===== config.mk =====
export PLATFORM = sky130hd
export DESIGN_NAME = bcla_adder_4
export DESIGN_NICKNAME = d
export VERILOG_FILES = /design/src/rtl/bcla_pkg.sv /design/src/rtl/bcla_cla_unit.sv /design/src/rtl/bcla_adder_4.sv
export SDC_FILE = /design/constraint.sdc
export NUM_CORES = 1
export LEC_CHECK = 0
export CORE_AREA = 2 2 39 41
export CTS_CLUSTER_DIAMETER = 200
export DETAILED_ROUTE_END_ITERATION = 8
export DIE_AREA = 0 0 41 43
export PLACE_DENSITY = 0.55
export SLEW_MARGIN = 40
export SYNTH_ARGS = -nofsm -noshare
export SYNTH_HDL_FRONTEND = slang
export SYNTH_SLANG_ARGS = --single-unit

===== constraint.sdc =====
create_clock -name clk -period 0.8 [get_ports clk]
set_input_delay 0.16 -clock clk [delete_from_list [all_inputs] [get_ports clk]]
set_output_delay 0.16 -clock clk [all_outputs]
set_load 0.01 [all_outputs]

===== src/rtl/bcla_pkg.sv =====
// Shared types and helpers for the 4-bit block carry-lookahead adder slice.
// Also consumed by the higher-level lookahead unit that chains slices via {g,p}.
package bcla_pkg;

    // Slice width; the lookahead equations below are written out for exactly 4 bits.
    localparam int unsigned GRP_W = 4;

    // Generate/propagate pair, used both per bit and per group.
    typedef struct packed {
        logic g;
        logic p;
    } gp_t;

    // Per-bit generate/propagate terms from one bit of each operand.
    function automatic gp_t gp_bit(input logic a, input logic b);
        gp_t r;
        r.g = a & b;
        r.p = a ^ b;
        return r;
    endfunction

    // Carry out of a group given its {g,p} and the carry into it.
    function automatic logic gp_carry(input gp_t gp, input logic c);
        return gp.g | (gp.p & c);
    endfunction

endpackage


===== src/rtl/bcla_cla_unit.sv =====
// Combinational lookahead core: four per-bit {g,p} terms plus c0 produce
// the internal carries c0..c3 and the group generate/propagate.
// Every carry is a flat two-level sum of products; nothing ripples.
module bcla_cla_unit
    import bcla_pkg::*;
(
    input  gp_t  [GRP_W-1:0] bit_gp,
    input  logic             c0,
    output logic [GRP_W-1:0] carry_c,
    output gp_t              grp_c
);

    logic [GRP_W-1:0] gb;
    logic [GRP_W-1:0] pb;

    // Unpack the per-bit pairs into plain generate/propagate vectors.
    always_comb begin
        gb = '0;
        pb = '0;
        for (int i = 0; i < GRP_W; i++) begin
            gb[i] = bit_gp[i].g;
            pb[i] = bit_gp[i].p;
        end
    end

    // Flat SOP carries; the group terms deliberately exclude c0 so a parent
    // unit can combine slices before the carry into this slice is known.
    always_comb begin
        carry_c    = '0;
        grp_c      = '0;

        carry_c[0] = c0;
        carry_c[1] = gb[0]
                   | (pb[0] & c0);
        carry_c[2] = gb[1]
                   | (pb[1] & gb[0])
                   | (pb[1] & pb[0] & c0);
        carry_c[3] = gb[2]
                   | (pb[2] & gb[1])
                   | (pb[2] & pb[1] & gb[0])
                   | (pb[2] & pb[1] & pb[0] & c0);

        grp_c.g    = gb[3]
                   | (pb[3] & gb[2])
                   | (pb[3] & pb[2] & gb[1])
                   | (pb[3] & pb[2] & pb[1] & gb[0]);
        grp_c.p    = pb[3] & pb[2] & pb[1] & pb[0];
    end

endmodule


===== src/rtl/bcla_adder_4.sv =====
// 4-bit block carry-lookahead adder slice: sum = (a+b+c_in) mod 16 plus
// group generate/propagate for a parent lookahead unit.
// Outputs are registered (latency 1) unless BCLA_REG_BYPASS_EN is defined,
// in which case sum/g/p are purely combinational and clk/rst are unused.
// Carry-out is not produced here; the parent forms it as g | (p & c_in).
module bcla_adder_4
    import bcla_pkg::*;
(
    input  logic             clk,
    input  logic             rst,
    output logic [GRP_W-1:0] sum,
    output logic             g,
    output logic             p,
    input  logic [GRP_W-1:0] a,
    input  logic [GRP_W-1:0] b,
    input  logic             c_in
);

    gp_t  [GRP_W-1:0] bit_gp;
    logic [GRP_W-1:0] carry_c;
    gp_t              grp_c;
    logic [GRP_W-1:0] sum_c;

    // Per-bit generate/propagate terms.
    always_comb begin
        bit_gp = '0;
        for (int i = 0; i < GRP_W; i++) begin
            bit_gp[i] = gp_bit(a[i], b[i]);
        end
    end

    bcla_cla_unit u_cla (
        .bit_gp  (bit_gp),
        .c0      (c_in),
        .carry_c (carry_c),
        .grp_c   (grp_c)
    );

    // Sum bit i is the bit propagate XOR the carry into bit i.
    always_comb begin
        sum_c = '0;
        for (int i = 0; i < GRP_W; i++) begin
            sum_c[i] = bit_gp[i].p ^ carry_c[i];
        end
    end

`ifdef BCLA_REG_BYPASS_EN
    // Latency-0 build: outputs follow the operands directly.
    assign sum = sum_c;
    assign g   = grp_c.g;
    assign p   = grp_c.p;

    logic unused_clk_rst;
    assign unused_clk_rst = clk ^ rst;
`else
    // Capture the combinational result every rising edge; reset clears at once.
    always_ff @(posedge clk or posedge rst) begin
        if (rst) begin
            sum <= '0;
            g   <= 1'b0;
            p   <= 1'b0;
        end else begin
            sum <= sum_c;
            g   <= grp_c.g;
            p   <= grp_c.p;
        end
    end
`endif

endmodule


* Yosys cells after proc, flatten, opt, wreduce, memory -nomap -nowiden
Cells that the tools add are included.
** Cells by class
- Multiply operators :: 0
- Reduce and logical (&&, ||, !) cells :: 0
- Bitwise operators :: 36
- Shift operators :: 0
- Divide/modulo/power cells :: 0
- Add/sub/neg operators :: 0
- $lt $le $gt $ge :: 0
- Eq/ne operators :: 0
- Muxes and demuxes :: 0
** Operator list (count)
- $and 1x1->1 :: 19
- $or 1x1->1 :: 9
- $xor 1x1->1 :: 8
** Word-level totals
- RAM bits :: 0
- Bits in latches :: 0
- Register bits after elaboration :: 6
- Memories :: 0
- Memory bits (read-only) :: 0
- Output and inout port bits :: 6

* Logic depth before layout (Yosys ltp)
- Depth after elaboration :: 6
- Gate-level depth with buffers :: 4
- Mapped depth without buffers :: 4

* By module
A second synthesis with hierarchy kept.
** Second synthesis, totals
- Cell total of the unflattened synthesis :: 28
- Area, all modules :: 306.5 µm²
** Modules (own cells, without submodules)
- bcla_adder_4 :: sequential area each 150.1 µm², cells each 15, area an instance 239.0 µm², instances 1
- bcla_cla_unit :: sequential area each 0.0 µm², cells each 13, area an instance 67.6 µm², instances 1

* Least setup slack after synthesis
Ideal clock, no wire load.
- Kind :: input-to-reg
- From :: in a[2]
- To :: reg sum[3]
- Stages :: 4
- Path slack :: -219 ps
- Data arrival time :: 896 ps
- Path buffers :: 0
- Path through :: ha_1 -> a21oi_1 -> nand3_1 -> xor2_1
** Between the ends
- Longest elaborated chain between the ends :: 6
** RTL lines
- start: declaration :: RTL line bcla_adder_4.sv:14 : input logic [GRP_W-1:0] a,
- $xor 1x1->1 :: RTL line bcla_pkg.sv:18 : r.p = a ^ b;
- $and 1x1->1 (on tied branches) :: RTL line bcla_cla_unit.sv:39, bcla_cla_unit.sv:40, bcla_cla_unit.sv:41
- $or 1x1->1, or another cell as far along :: RTL line bcla_cla_unit.sv:39 : | (pb[2] & gb[1])
- $or 1x1->1 or $and 1x1->1 (tied branches) :: RTL line bcla_cla_unit.sv:40, bcla_cla_unit.sv:41
- $or 1x1->1 (*) :: RTL line bcla_cla_unit.sv:41 : | (pb[2] & pb[1] & pb[0] & c0);
- $xor 1x1->1 (*) :: RTL line bcla_adder_4.sv:43 : sum_c[i] = bit_gp[i].p ^ carry_c[i];
- via sum_c[3] :: RTL line bcla_adder_4.sv:22 : logic [GRP_W-1:0] sum_c;
- end signal: assignment :: RTL line bcla_adder_4.sv:63 : sum <= sum_c;
- end: declaration :: RTL line bcla_adder_4.sv:11 : output logic [GRP_W-1:0] sum,
The timed path passes the listed nets; every way through them passes the cells marked *.

* Final worst setup path
- From :: reg sum[3]
- To :: out sum[3]
No word-level cell between the ends.

==> impl_metrics.yaml <==
status:
  status: "complete, but fails checks"
  violations: "negative setup slack"
drt:
  vias_per_cell: 4.15
  drt_iter0_markers: 0
  postRouteAntennaNets: 0
  drtPass1Iterations: 1
  vias: 278
  drc: 0
  wl_per_cell_um: 10.0
  wl_um: 671
grt:
  grt_pass1_vias: 306
  grt_max_degree: 7
  grt.total_usage_pct: 9.99
  antenna_found_initial: 0
  grt_overflow_total: 0
  grt_pass1_wl_um: 1200
setup_path:
  critical_path_cell_count: 1
  path_cells: "buf_6"
  start_kind: "register"
  cp.arrival_ps: 720
  setup.worst_path.start: "sum[3]"
  cp_top_family: "flip-flops"
  cp_slowest_cell: "dfrtp_1"
  critPathKind: "register to output pin"
  cp.buffers_inverters: 1
  critPathCaptureType: "output pin"
  cpPeakStageDelay_ps: 370
  crit_fanout: 1
  required_ps: 640
synthesis:
  ys_seq_area_share_pct: 46.3
  synth-main-ff-cell: "dfrtp_1"
  syn_area_um2: 324
  yosys_register_bits: 6
  synthTopCellsByArea: "dfrtp_1 (46%), ha_1 (15%), fa_1 (6.2%)"
  synth_warnings: 0
  synth_top_cell_by_area: "dfrtp_1"
  synth_top_area_share_pct: 46.3
  synth_edf_count: 0
  avgSynthCellArea_um2: 11.6
  synth_cells: 28
  synthArstFlopShare_pct: 100
  syn_nets: 44
  ys_types: 13
  synth_most_common_cell: "dfrtp_1"
  ys_top_cells_by_count: "dfrtp_1 (6), inv_1 (5), ha_1 (4)"
final_layout:
  fillCellCount: 133
  stdcell_count: 67
  area_delta_synth_final_pct: 94.6
  final_core_util_pct: 45.6
  num_antenna_cells: 0
  drive_gt1_share_pct: 60.8
  fin_nets: 69
cts:
  clk_pin_slew_ps: 40
  clock_tree.buffer_depth: 2
  cts_tree: "done"
  cts_root_buffer: "clkbuf_4"
  htree_num_levels: 1
  clock-sinks: 6
  cts_buffers: 3
timing:
  period_needed_ps: 881
  finalCritPeriodShare_pct: 110
  setup_ws_ps: -81.5
  tightest_slew_ps: 207
  slew_viol_final: 0
  timing.slew.headroom_pct: 86.2
  rsz0062_at_grt: "true"
  hold_viol_final: 0
  finalSetupViolations: 6
  fmax_mhz: 1130
die:
  design.core.area_um2: 1380
  ios: 17
  die_area_um2: 1760
  die_y_um: 43
  rows: 14
  start_util_pct: 23.4
  die_w_um: 41
pwr:
  ir_worst_vdd_uv: 638
  p_leak_nw: 0.307
  powerDensity_nw_per_um2: 1580
  p_total_uw: 994
flow_run:
  maxCapViolations: 0
placement:
  portBuffers: 16
  dp_hpwl_um: 542
  gp_congestion: 0.678
  post-place-cells: 63
hold_path:
  hp-class: "input port to async pin"
layout by cell type (no fill, tap or decap), types with 2 or more instances in the layout:
master and n:
buf_6 9, buf_4 5, dfrtp_1 6, clkbuf_4 3, nand3_2 2, a21o_1 2
ha_4 4, xnor2_1 2, buf_2 3, dlygate4sd2_1 2, inv_1 4
worst max-delay path by stage:
stage,end
6_report,sum[3]
5_1_grt,sum[1]
4_1_cts,sum[3]
3_5_place_dp,sum[0]
3_3_place_gp,sum[0]
2_1_floorplan,sum[3]
report_power, final:
| part | switching, mW | internal [mW] | total, mW |
|---|---|---|---|
| Sequential | 0.0178 | 0.352 | 0.369 |
| Clock | 0.0909 | 0.168 | 0.259 |
| Combinational | 0.144 | 0.221 | 0.365 |
final cells by class:
| cell class | count | area [µm²] | area share, % |
|---|---|---|---|
| Clock buffer | 3 | 22.5 | 3.57 |
| Inverter | 5 | 26.3 | 4.17 |
| Multi-Input combinational cell | 17 | 230 | 36.5 |
| Sequential cell | 6 | 150 | 23.8 |
| Tap cell | 16 | 20.0 | 3.17 |
| Timing Repair Buffer | 20 | 181 | 28.8 |
cells by family (layout without fill, tap and decap cells):
group	after synthesis	in the layout	synth area share, %
simple gates	5	5	9.27
flops	6	6	46.3
buf+inv	5	28	5.79
fa+ha+maj	5	5	21.6
compound gates	4	4	8.88
xor+xnor	3	3	8.11
sequential cells by signal, summed over array words and instances, names as in the netlist:
name / cells
g: 1
p: 1
sum: 4
layer usage:
metal / global-route usage, % / up-vias / routed length (µm)
li1: - / 141 / -
met1: 10.5 / 124 / 251
met2: 15.9 / 13 / 349
met3: 2.09 / 0 / 70
met4: 8.00 / 0 / 0
met5: 0 / - / 0
timing repair:
item / 4_1_cts / 5_1_grt
setup buffers: 1 / 0
endpoints found under the hold margin: 0 / 0
pin swaps: 11 / 7
hold buffers: 0 / 0
resized for setup: 60 / 11
endpoints found under the setup margin: 12 / 9
metrics by stage:
step	setup WS [ps]	TNS (ps)	cell area, µm²	hold WS [ps]
floorplan	-72.6	-223	375	-49.0
global placement	-696	-4780	578	379
detailed placement	-723	-4880	578	387
CTS	-95.3	-530	574	140
global route	-113	-628	631	155
finish	-81.5	-457	631	140
Power figures use the tool's default switching activity.
